**src/rtl/gnl_sync_fifo_pkg.sv**
```systemverilog
// Shared general-library definitions for the synchronous FIFO: default widths
// and the depth-to-index-width derivation.
package gnl_sync_fifo_pkg;

  localparam int GNL_DW_DEF = 32;
  localparam int GNL_DP_DEF = 4;

  // Index width for a power-of-two depth; a depth of 1 still needs one bit.
  function automatic int gnl_aw(input int dp);
    return (dp <= 1) ? 1 : $clog2(dp);
  endfunction

endpackage

```
**src/rtl/gnl_dff.sv**
```systemverilog
// General-library flops: load-enable DFF with async active-low reset, and
// load-enable DFF without reset for storage arrays.

// Resettable load-enable flop.
module gnl_dffre #(
  parameter int           W  = 1,
  parameter logic [W-1:0] RV = '0
) (
  input  logic         clk,
  input  logic         rst_n,
  input  logic         en,
  input  logic [W-1:0] d,
  output logic [W-1:0] q
);

  // State register with async clear to RV.
  always_ff @(posedge clk or negedge rst_n) begin
    if (!rst_n) begin
      q <= RV;
    end else if (en) begin
      q <= d;
    end else begin
      q <= q;
    end
  end

endmodule

// Non-reset load-enable flop.
module gnl_dffe #(
  parameter int W = 1
) (
  input  logic         clk,
  input  logic         en,
  input  logic [W-1:0] d,
  output logic [W-1:0] q
);

  // Storage register, loads only when enabled.
  always_ff @(posedge clk) begin
    if (en) begin
      q <= d;
    end else begin
      q <= q;
    end
  end

endmodule

```
**src/rtl/gnl_sync_fifo_ptr.sv**
```systemverilog
// Wrap pointer for the FIFO: AW index bits plus an MSB wrap bit, counting
// modulo 2*DP. clr wins over inc.
module gnl_fifo_ptr
  import gnl_sync_fifo_pkg::*;
#(
  parameter int AW = gnl_aw(GNL_DP_DEF)
) (
  input  logic        clk,
  input  logic        rst_n,
  input  logic        clr,
  input  logic        inc,
  output logic [AW:0] ptr
);

  logic [AW:0] ptr_d;
  logic [AW:0] ptr_q;
  logic        ptr_en;

  // Next-pointer selection; natural overflow of AW+1 bits gives the wrap.
  always_comb begin
    ptr_d  = ptr_q;
    ptr_en = 1'b0;
    if (clr) begin
      ptr_d  = '0;
      ptr_en = 1'b1;
    end else if (inc) begin
      ptr_d  = ptr_q + {{AW{1'b0}}, 1'b1};
      ptr_en = 1'b1;
    end else begin
      ptr_d  = ptr_q;
      ptr_en = 1'b0;
    end
  end

  gnl_dffre #(.W(AW + 1), .RV('0)) u_ptr_q (
    .clk  (clk),
    .rst_n(rst_n),
    .en   (ptr_en),
    .d    (ptr_d),
    .q    (ptr_q)
  );

  assign ptr = ptr_q;

endmodule

```
**src/rtl/gnl_sync_fifo.sv**
```systemverilog
// Synchronous valid/ready FIFO with first-word fall-through output.
// Full/empty come only from registered pointers, so ready/valid never see a combinational path.
module gnl_sync_fifo
  import gnl_sync_fifo_pkg::*;
#(
  parameter int DW = GNL_DW_DEF,
  parameter int DP = GNL_DP_DEF,
  parameter int AW = gnl_aw(DP)
) (
  input  logic          clk,
  input  logic          rst_n,
  input  logic          flush,
  input  logic          i_vld,
  output logic          i_rdy,
  input  logic [DW-1:0] i_dat,
  output logic          o_vld,
  input  logic          o_rdy,
  output logic [DW-1:0] o_dat,
  output logic [AW:0]   o_cnt
);

  logic [AW:0]   wr_ptr;
  logic [AW:0]   rd_ptr;
  logic          full;
  logic          empty;
  logic          push;
  logic          pop;
  logic [DP-1:0] mem_we;
  logic [DW-1:0] mem_q [DP];

  assign empty = (wr_ptr == rd_ptr);
  assign full  = (wr_ptr[AW-1:0] == rd_ptr[AW-1:0]) && (wr_ptr[AW] != rd_ptr[AW]);
  assign i_rdy = !full;
  assign o_vld = !empty;
  assign push  = i_vld && i_rdy && !flush;
  assign pop   = o_vld && o_rdy && !flush;
  assign o_cnt = wr_ptr - rd_ptr;
  assign o_dat = mem_q[rd_ptr[AW-1:0]];

  gnl_fifo_ptr #(.AW(AW)) u_wr_ptr (
    .clk  (clk),
    .rst_n(rst_n),
    .clr  (flush),
    .inc  (push),
    .ptr  (wr_ptr)
  );

  gnl_fifo_ptr #(.AW(AW)) u_rd_ptr (
    .clk  (clk),
    .rst_n(rst_n),
    .clr  (flush),
    .inc  (pop),
    .ptr  (rd_ptr)
  );

  // One-hot write enable for the entry at the write index.
  always_comb begin
    mem_we = '0;
    if (push) begin
      mem_we[wr_ptr[AW-1:0]] = 1'b1;
    end else begin
      mem_we = '0;
    end
  end

  for (genvar gi = 0; gi < DP; gi++) begin : g_mem
    gnl_dffe #(.W(DW)) u_mem_q (
      .clk(clk),
      .en (mem_we[gi]),
      .d  (i_dat),
      .q  (mem_q[gi])
    );
  end

endmodule

```
**config.mk**
```make
export PLATFORM = sky130hd
export DESIGN_NAME = gnl_sync_fifo
export DESIGN_NICKNAME = d
export VERILOG_FILES = /design/src/rtl/gnl_sync_fifo_pkg.sv /design/src/rtl/gnl_dff.sv /design/src/rtl/gnl_sync_fifo_ptr.sv /design/src/rtl/gnl_sync_fifo.sv
export SDC_FILE = /design/constraint.sdc
export NUM_CORES = 1
export LEC_CHECK = 0
export BUFFER_PORTS_ARGS = -buffer_cell sky130_fd_sc_hd__buf_2
export CORE_UTILIZATION = 36
export DETAILED_ROUTE_END_ITERATION = 12
export SLEW_MARGIN = 5
export SYNTH_ARGS = -nofsm -noshare
export SYNTH_HDL_FRONTEND = slang
export SYNTH_SLANG_ARGS = --single-unit
export TNS_END_PERCENT = 5
```
**constraint.sdc**
```tcl
create_clock -name clk -period 4.1 [get_ports clk]
set_input_delay 0.82 -clock clk [delete_from_list [all_inputs] [get_ports clk]]
set_output_delay 0.82 -clock clk [all_outputs]
set_load 0.02 [all_outputs]
```
**After elaboration in Yosys (flattened, before gate mapping)**

Index checks and enable logic that the tools add are counted.

- Output and inout port bits: 37
- Word-level logic and storage cells: 43
- Bits in registers: 134

- Order comparisons: 3
- Add/subtract/negate cells: 3
- Multiplexer cells: 14
- Equal/unequal tests: 3
- Reductions and logical operators: 13
- Bitwise logic cells: 1

Operators with widths:

| operator | count |
|---|---|
| binary-select mux 32 bit (select 2 bit) | 1 |
| 2-to-1 mux 32 bit | 2 |
| 2-to-1 mux 3 bit | 4 |
| adder 3 x 1 -> 3 bit, second input constant | 2 |
| logical AND 1 bit | 6 |
| 2-to-1 mux 1 bit | 5 |
| 2-to-1 mux 4 bit | 1 |
| AND reduction 2 bit | 2 |
| nonzero test 2 bit | 2 |
| equality test 3 bit | 1 |
| greater-or-equal comparator 3 bit, second input constant | 1 |
| zero test 1 bit | 3 |
| < comparator 2 x 3 -> 1 bit, second input constant | 1 |
| NOT 2 -> 3 bit | 1 |
| subtractor 3 bit | 1 |
| demux 1 bit (select 2 bit) | 1 |
| equality test 2 bit | 1 |
| greater-or-equal comparator 2 x 1 -> 1 bit, second input constant | 1 |
| inequality test 1 bit | 1 |

**Depth between registers and ports, before layout**

Gate-level depths: netlist of the first run.

- Depth in word-level cells: 8
- Gate-level depth with buffers: 6
- Depth with buffers taken out: 5

**By module**

Synthesis of the first run repeated with hierarchy kept, for this count alone.

- Cells, all modules: 225
- Area total of the unflattened synthesis: 5213.8 µm²

Modules (own cells, without submodules):

| module | instances | area each (µm²) | seq. area each (µm²) | cells each |
|---|---|---|---|---|
| gnl_dffe | 4 | 960.9 | 960.9 | 32 |
| gnl_sync_fifo | 1 | 1017.2 | 0.0 | 67 |
| gnl_dffre | 2 | 108.9 | 75.1 | 6 |
| gnl_fifo_ptr | 2 | 67.6 | 0.0 | 9 |

**Worst setup path after synthesis of the first run**

OpenSTA, ideal clock, no wires.

- Path kind: register -> register
- Start: reg u_rd_ptr.u_ptr_q.q[1]
- End: reg g_mem[3].u_mem_q.q[0], enable pin
- Arrival time: 3.908 ns
- Library setup time: 0.468 ns
- Buffers on the path: 1
- Stages on the path, launching flop included: 7
- Slack: -0.275 ns
- Clock period less this slack: 4.375 ns
- Cell sequence: dfrtp_1 clkbuf_1 inv_1 ha_1 nand2_1 or2_1 nor3b_1

- Word-level cells in the longest chain between the ends: 6

Ends and longest elaborated chain:

| item | RTL line | source |
|---|---|---|
| start: declaration | gnl_dff.sv:13 | `output logic [W-1:0] q` |
| start signal: assignment | gnl_dff.sv:23 | `q <= q;` |
| equality test 2 bit | gnl_sync_fifo.sv:32 | `assign full = (wr_ptr[AW-1:0] == rd_ptr[AW-1:0]) && (wr_ptr[AW] != rd_ptr[AW]);` |
| logical AND 1 bit | gnl_sync_fifo.sv:32 |  |
| zero test 1 bit | gnl_sync_fifo.sv:33 | `assign i_rdy = !full;` |
| via i_rdy | gnl_sync_fifo.sv:14 | `output logic i_rdy,` |
| logical AND 1 bit (2 in series) | gnl_sync_fifo.sv:35 | `assign push = i_vld && i_rdy && !flush;` |
| 2-to-1 mux 4 bit | gnl_sync_fifo.sv:59 | `if (push) begin` |
| via g_mem[3].u_mem_q.en | gnl_dff.sv:34 | `input logic en,` |
| end signal: assignment | gnl_dff.sv:44 | `q <= q;` |
| end: declaration | gnl_dff.sv:36 | `output logic [W-1:0] q` |

The timed path passes the listed nets, and every way through them passes these cells.
A chain may end at the register's enable or synchronous reset.

**Final worst setup path of the first run**

- Start: reg u_rd_ptr.u_ptr_q.q[0]
- End: out o_dat[7]

- Word-level cells in the longest chain between the ends: 4

Ends and longest elaborated chain:

| item | RTL line | source |
|---|---|---|
| NOT 2 -> 3 bit (implied by the code) | gnl_sync_fifo.sv:38 | `assign o_dat = mem_q[rd_ptr[AW-1:0]];` |
| binary-select mux 32 bit (select 2 bit) | gnl_sync_fifo.sv:38 |  |
| 2-to-1 mux 32 bit (implied by the code) (2 in series) | gnl_sync_fifo.sv:38 |  |
| end: declaration | gnl_sync_fifo.sv:18 | `output logic [DW-1:0] o_dat,` |

No other way between the ends. The select of a mux whose other input is x is not followed.

==> qor.csv, run 1 <==
metric;value;unit
unrepaired setup endpoints after global routing;no;
max_slew headroom;0.373;
vias per cell;4.95;
fraction of the yosys area taken by sequential cells;0.772;
WL per Instance;19.1;microns
cts hold-fix bufs;0;
H-Tree Depth;4;
worst-case setup slack after placement;1.36;ns
top post-synthesis cells by area;edfxtp_1 74%, mux4_2 14%, dfrtp_1 2.9%;
placed cell area;0.00575;sq mm
global placement routability congestion;0.777;
syn avg cell area;22.5;sq um
crit path DAT;2.28;ns
Top Layer Used;met4;
flip-flop and latch count after synthesis;134;
power per cell area;697;mW/mm^2
top cells by count, synth;128 x edfxtp_1, 32 x mux4_2, 7 x ha_1;
routed length on met1;4.29;mm
Synth async-reset ratio;0.0448;
Ant. Diodes;0;
final cell count without fillers;508;
die outline width;122;microns
total placed cells including tap cells;477;
combined area of all synthesized cells;0.00517;sq mm
number of synthesized flops with an enable pin;128;
startpoint-to-endpoint class of the critical path;reg2out;
gr usage total;0.144;
count of cells resized by post-cts repair;0;
DR iter-0 viols;159;
crit end category;output port;
starting density of the core;0.371;
count of antenna-violating nets left after detailed routing;0;
Core ar.;0.0139;sq mm
post-synthesis instance total;230;
type of the most critical hold path;in2async;
flip-flop cell with the highest count after synthesis;edfxtp_1;
vias in the first global route;2625;
pin count of the biggest net entering global routing;36;
cell type contributing the most total cell area after synthesis;edfxtp_1;
overall die height;122;microns
final total negative setup slack;0;ns
met2 wire len;4.88;mm
share of cells above drive strength 1;0.418;
postcts setup bufs;0;
Pins Over Slew Limit;0;
transition at the pin with the smallest max-transition slack;0.940;ns
launching element type of the critical path;register;
final net count;361;
number of sinks driven by the clock tree;134;
Met3 Wirelength;373;microns
Cell variety after synth;29;
maximum fanout encountered on the critical timing path;28;
Static Leak;2.14;nW
clock tree from TritonCTS;yes;
clock insertion delay at the later pin of the skew report;0.41;ns
number of fill cells in the layout;1222;
final routed wirelength across all metal layers;9.70;mm
Peak supply drop;0.000388;V
result of the run;complete, no violations;
die area;0.0149;sq mm
Data required, critical path;3.28;ns
time the worst path needs with I/O delays and setup;3.10;ns
sum of overflow across all layers after global routing;0;
Yosys warning count;0;
FMAX;0.323;GHz
wire length of the first global-routing pass;14.8;mm
Design Area, Final;0.00626;sq mm
input/output buffers;73;
share of the cycle needed by the critical path after routing;0.756;
total iterations of the first detailed-routing run;4;
I/O pin cnt;74;
final setup slack of the worst path;1.00;ns
cell chosen for the clock root;clkbuf_16;
number of antenna violations at the first check in global routing;0;
count of unresolved DRC violations after routing;0;
proportion of netlist area held by the largest area contributor;0.743;
most numerous cell in the Yosys netlist;edfxtp_1;
max-cap violation count;0;
clk_skew;0.00759;ns
number of vias after detailed routing;2516;
maximum clock path buffer count;2;
Post-DP HPWL;5.62;mm
area growth from synthesis to layout;21.0;%
number of buffers created by CTS;17;
number of cell rows;43;
final count of negative-setup-slack endpoints;0;
Clk pin slew, worst setup/hold paths;0.05;ns
Post-Syn Nets;275;
final number of hold-violating endpoints;0;
==> flip-flops by register name, summed over array words and instances, names as in the netlist <==
signal,cells
g_mem.u_mem_q.q,128
u_rd_ptr.u_ptr_q.q,3
u_wr_ptr.u_ptr_q.q,3
==> placed cells by master, fill, tap and decap left out, types with 3 or more instances in the layout <==
master,Yosys,final
buf_4,4,3
clkbuf_16,0,17
buf_2,3,73
a31oi_1,3,3
edfxtp_1,128,128
and3_2,0,3
clkbuf_1,2,7
inv_1,5,5
nand2_1,6,6
nand3_1,5,5
mux4_2,32,32
clkinv_1,0,3
ha_1,7,7
dfrtp_1,6,4
clkinv_2,0,3
nor3b_1,4,3
==> area by class of cell <==
cell class              instances  area [sq um]  share of cell area
flip-flops and latches        134          4000               0.638
multi-input cells              82          1120               0.180
clock buffers                  24           452              0.0721
repair buffers                 76           388              0.0620
well taps                     180           225              0.0360
clock inverters                 7          56.3             0.00899
inverters                       5          18.8             0.00300
==> worst paths after layout <==
kind,from,endpoint,slack [ns],cells past startpoint
min,rst_n,u_wr_ptr.u_ptr_q.q[0],0.24,1
max,u_rd_ptr.u_ptr_q.q[0],o_dat[7],1.0,3
min in group clk,u_rd_ptr.u_ptr_q.q[2],u_rd_ptr.u_ptr_q.q[2],0.60,2
max in group asynchronous,rst_n,u_rd_ptr.u_ptr_q.q[0],3.69,1
min reg2reg,u_rd_ptr.u_ptr_q.q[2],u_rd_ptr.u_ptr_q.q[2],0.60,2
max reg2reg,u_rd_ptr.u_ptr_q.q[0],g_mem[0].u_mem_q.q[3],1.42,4
==> routing by layer <==
metal / global-route usage / vias up
li1: - / 1135
met1: 0.176 / 1317
met2: 0.232 / 53
met5: 0 / -
met3: 0.0473 / 11
met4: 0.0625 / 0
==> critical path, stage by stage, from the launching register on <==
cell and delay (ns):
dfrtp_2 0.51, buf_4 0.55, mux4_2 0.60, buf_2 0.18
==> cell families after synthesis <==
| family | share of synthesized area |
|---|---|
| AOI/OAI and AO/OA | 0.0121 |
| xor gates and xnor gates | 0.00484 |
| adders and majority gates | 0.0208 |
| buffers and inverters | 0.0138 |
| DFF | 0.772 |
| muxes | 0.141 |
| and+or+nand+nor | 0.0353 |
==> power by group <==
part | internal (mW) | total, mW | switching [mW]
clock | 0.819 | 1.32 | 0.498
sequential | 1.65 | 1.70 | 0.0555
combinational | 0.534 | 1.34 | 0.810
total | 3.00 | 4.36 | 1.36
==> metrics by stage <==
stage	power, mW	hold WS, ns	util
4_1_cts	4.43	0.217	0.449
2_1_floorplan	2.68	0.524	-
3_3_place_gp	3.10	0.582	0.413
5_1_grt	4.58	0.229	0.449
3_5_place_dp	3.11	0.595	0.413
6_report	4.36	0.238	0.449
No activity file was read; power rests on OpenSTA's default activity.
==> run 2: changes to the inputs <==
==> constraint.sdc (replaced) <==
create_clock -name clk -period 3.1 [get_ports clk]
set_input_delay 0.62 -clock clk [delete_from_list [all_inputs] [get_ports clk]]
set_output_delay 0.62 -clock clk [all_outputs]
set_load 0.02 [all_outputs]
==> qor.csv, run 2 (synthesized netlist as in run 1, its figures left out) <==
metric;value;unit
number of antenna violations at the first check in global routing;0;
input/output buffers;73;
number of cell rows;43;
endpoint of the worst register-to-register path;g_mem[2].u_mem_q.q[24];
Ant. Diodes;0;
vias per cell;5.03;
cell chosen for the clock root;clkbuf_16;
time the worst path needs with I/O delays and setup;2.83;ns
worst-case setup slack after placement;0.632;ns
share of cells above drive strength 1;0.453;
gr usage total;0.143;
final number of hold-violating endpoints;0;
type of the most critical hold path;in2async;
clk_skew;0.00742;ns
number of fill cells in the layout;1167;
I/O pin cnt;74;
count of cells resized by post-cts repair;0;
H-Tree Depth;4;
final setup slack of the worst path;0.266;ns
share of the cycle needed by the critical path after routing;0.914;
vias in the first global route;2622;
flop2flop setup slack;0.62;ns
Pins Over Slew Limit;0;
unrepaired setup endpoints after global routing;no;
die outline width;122;microns
cts hold-fix bufs;0;
crit end category;output port;
Hold WS;0.0271;ns
maximum clock path buffer count;2;
area growth from synthesis to layout;24.2;%
overall die height;122;microns
Core ar.;0.0139;sq mm
maximum fanout encountered on the critical timing path;15;
cells along the critical path;ha_1, nand2_1, or2_1, buf_2;
clock insertion delay at the later pin of the skew report;0.41;ns
Static Leak;2.20;nW
WL per Instance;18.8;microns
number of sinks driven by the clock tree;134;
postcts setup bufs;0;
leading cell type in the layout, fill and taps excluded;edfxtp_1;
largest registers;g_mem.u_mem_q.q (128), u_rd_ptr.u_ptr_q.q (3), u_wr_ptr.u_ptr_q.q (3);
launching element type of the critical path;register;
final count of negative-setup-slack endpoints;0;
total iterations of the first detailed-routing run;4;
Slowest-stage cell, CP;dfrtp_2;
startpoint of the worst register-to-register path;u_rd_ptr.u_ptr_q.q[0];
transition at the pin with the smallest max-transition slack;0.538;ns
pin count of the biggest net entering global routing;36;
max_slew headroom;0.642;
FMAX;0.353;GHz
power per cell area;942;mW/mm^2
number of flip-flops in the largest register;128;
number of buffers created by CTS;17;
global placement routability congestion;0.767;
clock tree from TritonCTS;yes;
commonest non-fill, non-tap cells in the layout;128 x edfxtp_1, 73 x buf_2, 32 x mux4_2, 17 x clkbuf_16, 7 x ha_1;
crit path DAT;2.21;ns
final routed wirelength across all metal layers;9.64;mm
Clk pin slew, worst setup/hold paths;0.06;ns
final net count;365;
Post-DP HPWL;5.68;mm
Data required, critical path;2.48;ns
wire length of the first global-routing pass;14.8;mm
R2R cell count;5;
max-cap violation count;0;
number of vias after detailed routing;2578;
count of antenna-violating nets left after detailed routing;0;
DR iter-0 viols;247;
register ranked first by flip-flop count;g_mem.u_mem_q.q;
starting density of the core;0.371;
startpoint-to-endpoint class of the critical path;reg2out;
die area;0.0149;sq mm
count of unresolved DRC violations after routing;0;
final core area utilization;0.461;
Peak supply drop;0.000526;V
CP peak stage delay;0.58;ns
final total negative setup slack;0;ns
result of the run;complete, no violations;
sum of overflow across all layers after global routing;0;
==> run 2: through the flow <==
stage	power [mW]	instances	cell area [sq um]
final	6.05	513	6430
after CTS	6.15	513	6430
after global routing	6.33	513	6430
after floorplan	3.55	230	5190
after global placement	4.12	481	5830
after detailed placement	4.14	481	5830
==> run 2: worst max-delay path by stage <==
stage                                from                endpoint  cells past startpoint
floorplan           u_rd_ptr.u_ptr_q.q[1]   g_mem[3].u_mem_q.q[0]                      6
global placement    u_rd_ptr.u_ptr_q.q[0]  g_mem[2].u_mem_q.q[13]                      5
detailed placement  u_rd_ptr.u_ptr_q.q[0]  g_mem[2].u_mem_q.q[18]                      5
CTS                 u_rd_ptr.u_ptr_q.q[0]                   i_rdy                      4
global route        u_rd_ptr.u_ptr_q.q[0]                   i_rdy                      4
finish              u_rd_ptr.u_ptr_q.q[0]                   i_rdy                      4
==> run 2: layout make-up <==
| cell class | instances | area [sq um] | share of cell area |
|---|---|---|---|
| Clock buffer | 17 | 425 | 0.0662 |
| Multi-Input combinational cell | 82 | 1120 | 0.175 |
| Sequential cell | 134 | 4000 | 0.622 |
| Clock inverter | 15 | 168 | 0.0261 |
| Tap cell | 180 | 225 | 0.0350 |
| Inverter | 5 | 18.8 | 0.00292 |
| Timing Repair Buffer | 80 | 468 | 0.0728 |
==> run 2: where the power goes <==
group	internal, mW	total (mW)	switching, mW	leakage, nW
Sequential	2.17	2.27	0.0971	1.24
Combinational	0.745	1.80	1.05	0.680
Clock	1.20	1.99	0.785	0.281
==> run 2: layer usage <==
layer  GRT usage  part of all wire
met5           0                 0
met4      0.0579             0.013
met3      0.0515             0.050
met2       0.225              0.50
met1       0.178              0.44
==> run 2: worst max-delay path: cells and delay by family (launching register included) <==
family / cells / cell delay (ns)
fa+ha+maj: 1 / 0.45
buf+inv: 1 / 0.19
flops: 1 / 0.58
simple gates: 2 / 0.58
==> run 3: changes to the inputs <==
--- a/config.mk
+++ b/config.mk
@@ -7,7 +7,10 @@
 export LEC_CHECK = 0
 export BUFFER_PORTS_ARGS = -buffer_cell sky130_fd_sc_hd__buf_2
 export CORE_UTILIZATION = 36
+export CTS_BUF_LIST = sky130_fd_sc_hd__clkbuf_4 sky130_fd_sc_hd__clkbuf_8
 export DETAILED_ROUTE_END_ITERATION = 12
+export GPL_ROUTABILITY_DRIVEN = 1
+export PLACE_DENSITY = 0.53
 export SLEW_MARGIN = 5
 export SYNTH_ARGS = -nofsm -noshare
 export SYNTH_HDL_FRONTEND = slang
==> qor.csv, run 3 (synthesized netlist as in run 1, its figures left out) <==
metric;value;unit
result of the run;complete, no violations;
Data required, critical path;2.48;ns
endpoint of the worst register-to-register path;g_mem[3].u_mem_q.q[23];
number of vias after detailed routing;2513;
count of cells resized by post-cts repair;0;
clock tree from TritonCTS;yes;
clk_skew;0.00681;ns
R2R cell count;6;
postcts setup bufs;0;
startpoint-to-endpoint class of the critical path;reg2out;
share of the cycle needed by the critical path after routing;0.867;
vias in the first global route;2568;
type of the most critical hold path;in2reg;
WL per Instance;17.9;microns
total iterations of the first detailed-routing run;4;
max_slew headroom;0.640;
number of flip-flops in the largest register;128;
overall die height;122;microns
maximum clock path buffer count;2;
wire length of the first global-routing pass;14.4;mm
global placement routability congestion;0.722;
startpoint of the worst register-to-register path;u_wr_ptr.u_ptr_q.q[0];
H-Tree Depth;4;
Pins Over Slew Limit;0;
Buffers & Inverters on Critical Path;2;
Peak supply drop;0.000477;V
endpoint of the worst hold path;g_mem[3].u_mem_q.q[10];
Post-DP HPWL;5.40;mm
cts hold-fix bufs;1;
clock insertion delay at the later pin of the skew report;0.43;ns
power per cell area;850;mW/mm^2
final count of negative-setup-slack endpoints;0;
count of antenna-violating nets left after detailed routing;0;
number of sinks driven by the clock tree;134;
Slowest-stage cell, CP;dfrtp_1;
placed cell area;0.00583;sq mm
maximum fanout encountered on the critical timing path;10;
die area;0.0149;sq mm
FMAX;0.372;GHz
hold wc startpoint;i_dat[10];
flop2flop setup slack;0.90;ns
time the worst path needs with I/O delays and setup;2.69;ns
number of antenna violations at the first check in global routing;0;
crit path DAT;2.07;ns
DR iter-0 viols;159;
launching element type of the critical path;register;
unrepaired setup endpoints after global routing;no;
Core ar.;0.0139;sq mm
final routed wirelength across all metal layers;9.20;mm
commonest non-fill, non-tap cells in the layout;128 x edfxtp_1, 73 x buf_2, 32 x mux4_2, 17 x clkbuf_8;
sum of overflow across all layers after global routing;0;
transition at the pin with the smallest max-transition slack;0.539;ns
final number of hold-violating endpoints;0;
pin count of the biggest net entering global routing;36;
die outline width;122;microns
starting density of the core;0.371;
worst hold path stage count;1;
register ranked first by flip-flop count;g_mem.u_mem_q.q;
Static Leak;2.08;nW
cell chosen for the clock root;clkbuf_8;
Ant. Diodes;0;
vias per cell;4.90;
leading cell type in the layout, fill and taps excluded;edfxtp_1;
CP peak stage delay;0.41;ns
share of cells above drive strength 1;0.432;
Clk pin slew, worst setup/hold paths;0.07;ns
crit end category;output port;
family of cells with the greatest summed delay on the critical path;simple AND/OR/NAND/NOR gates;
max-cap violation count;0;
final total negative setup slack;0;ns
Design Area, Final;0.00617;sq mm
number of buffers created by CTS;17;
area growth from synthesis to layout;19.2;%
final net count;366;
I/O pin cnt;74;
cells along the critical path;inv_1, ha_1, nand2_1, or2_1, buf_2;
number of cell rows;43;
input/output buffers;73;
gr usage total;0.140;
largest registers;g_mem.u_mem_q.q (128), u_rd_ptr.u_ptr_q.q (3), u_wr_ptr.u_ptr_q.q (3);
count of unresolved DRC violations after routing;0;
run 3: cell types whose count changed in the layout (fill, tap and decap cells not counted), sizes merged:
| cell | change |
|---|---|
| bufinv | -1 |
| clkinv | +7 |
| dlygate4sd3 | +1 |
| inv | -7 |
run 3: worst max path at each step:
stage                                      from                     to  slack, ns  depth (start not counted)
final                     u_wr_ptr.u_ptr_q.q[0]                  i_rdy       0.41                          5
after global routing      u_wr_ptr.u_ptr_q.q[0]                  i_rdy       0.27                          5
after CTS                 u_rd_ptr.u_ptr_q.q[0]              o_dat[31]       0.38                          3
after detailed placement  u_rd_ptr.u_ptr_q.q[0]              o_dat[31]       0.88                          3
after global placement    u_rd_ptr.u_ptr_q.q[0]              o_dat[15]       0.88                          3
after floorplan           u_rd_ptr.u_ptr_q.q[1]  g_mem[3].u_mem_q.q[0]       0.27                          6
run 3: layer usage:
| metal | global-route usage | wire length (microns) | vias to the layer above |
|---|---|---|---|
| met4 | 0.0694 | 173 | 0 |
| met3 | 0.0440 | 392 | 15 |
| met1 | 0.174 | 3950 | 1295 |
| li1 | - | - | 1147 |
| met5 | 0 | 0 | - |
| met2 | 0.220 | 4680 | 56 |
run 3: power by group:
group	switching [mW]	internal [mW]	total (mW)
Sequential	0.0494	2.17	2.22
Combinational	1.08	0.741	1.82
Clock	0.607	0.601	1.21
run 3: final cells by class:
type                            instances  area, sq um
Clock buffer                           17          234
Inverter                                5         18.8
Multi-Input combinational cell         82         1120
Fill cell                            1212         7760
Timing Repair Buffer                   81          478
Sequential cell                       134         4000
Tap cell                              180          225
Clock inverter                         14         93.8
run 3: metrics by stage:
stage	worst slack [ns]	hold WS, ns	util	total power [mW]	cells
finish	0.412	0.398	0.443	5.25	513
global route	0.269	0.363	0.443	5.56	513
CTS	0.383	0.361	0.443	5.34	513
detailed placement	0.881	0.458	0.419	4.12	481
global placement	0.876	0.456	0.419	4.11	481
floorplan	0.274	0.324	-	3.55	230
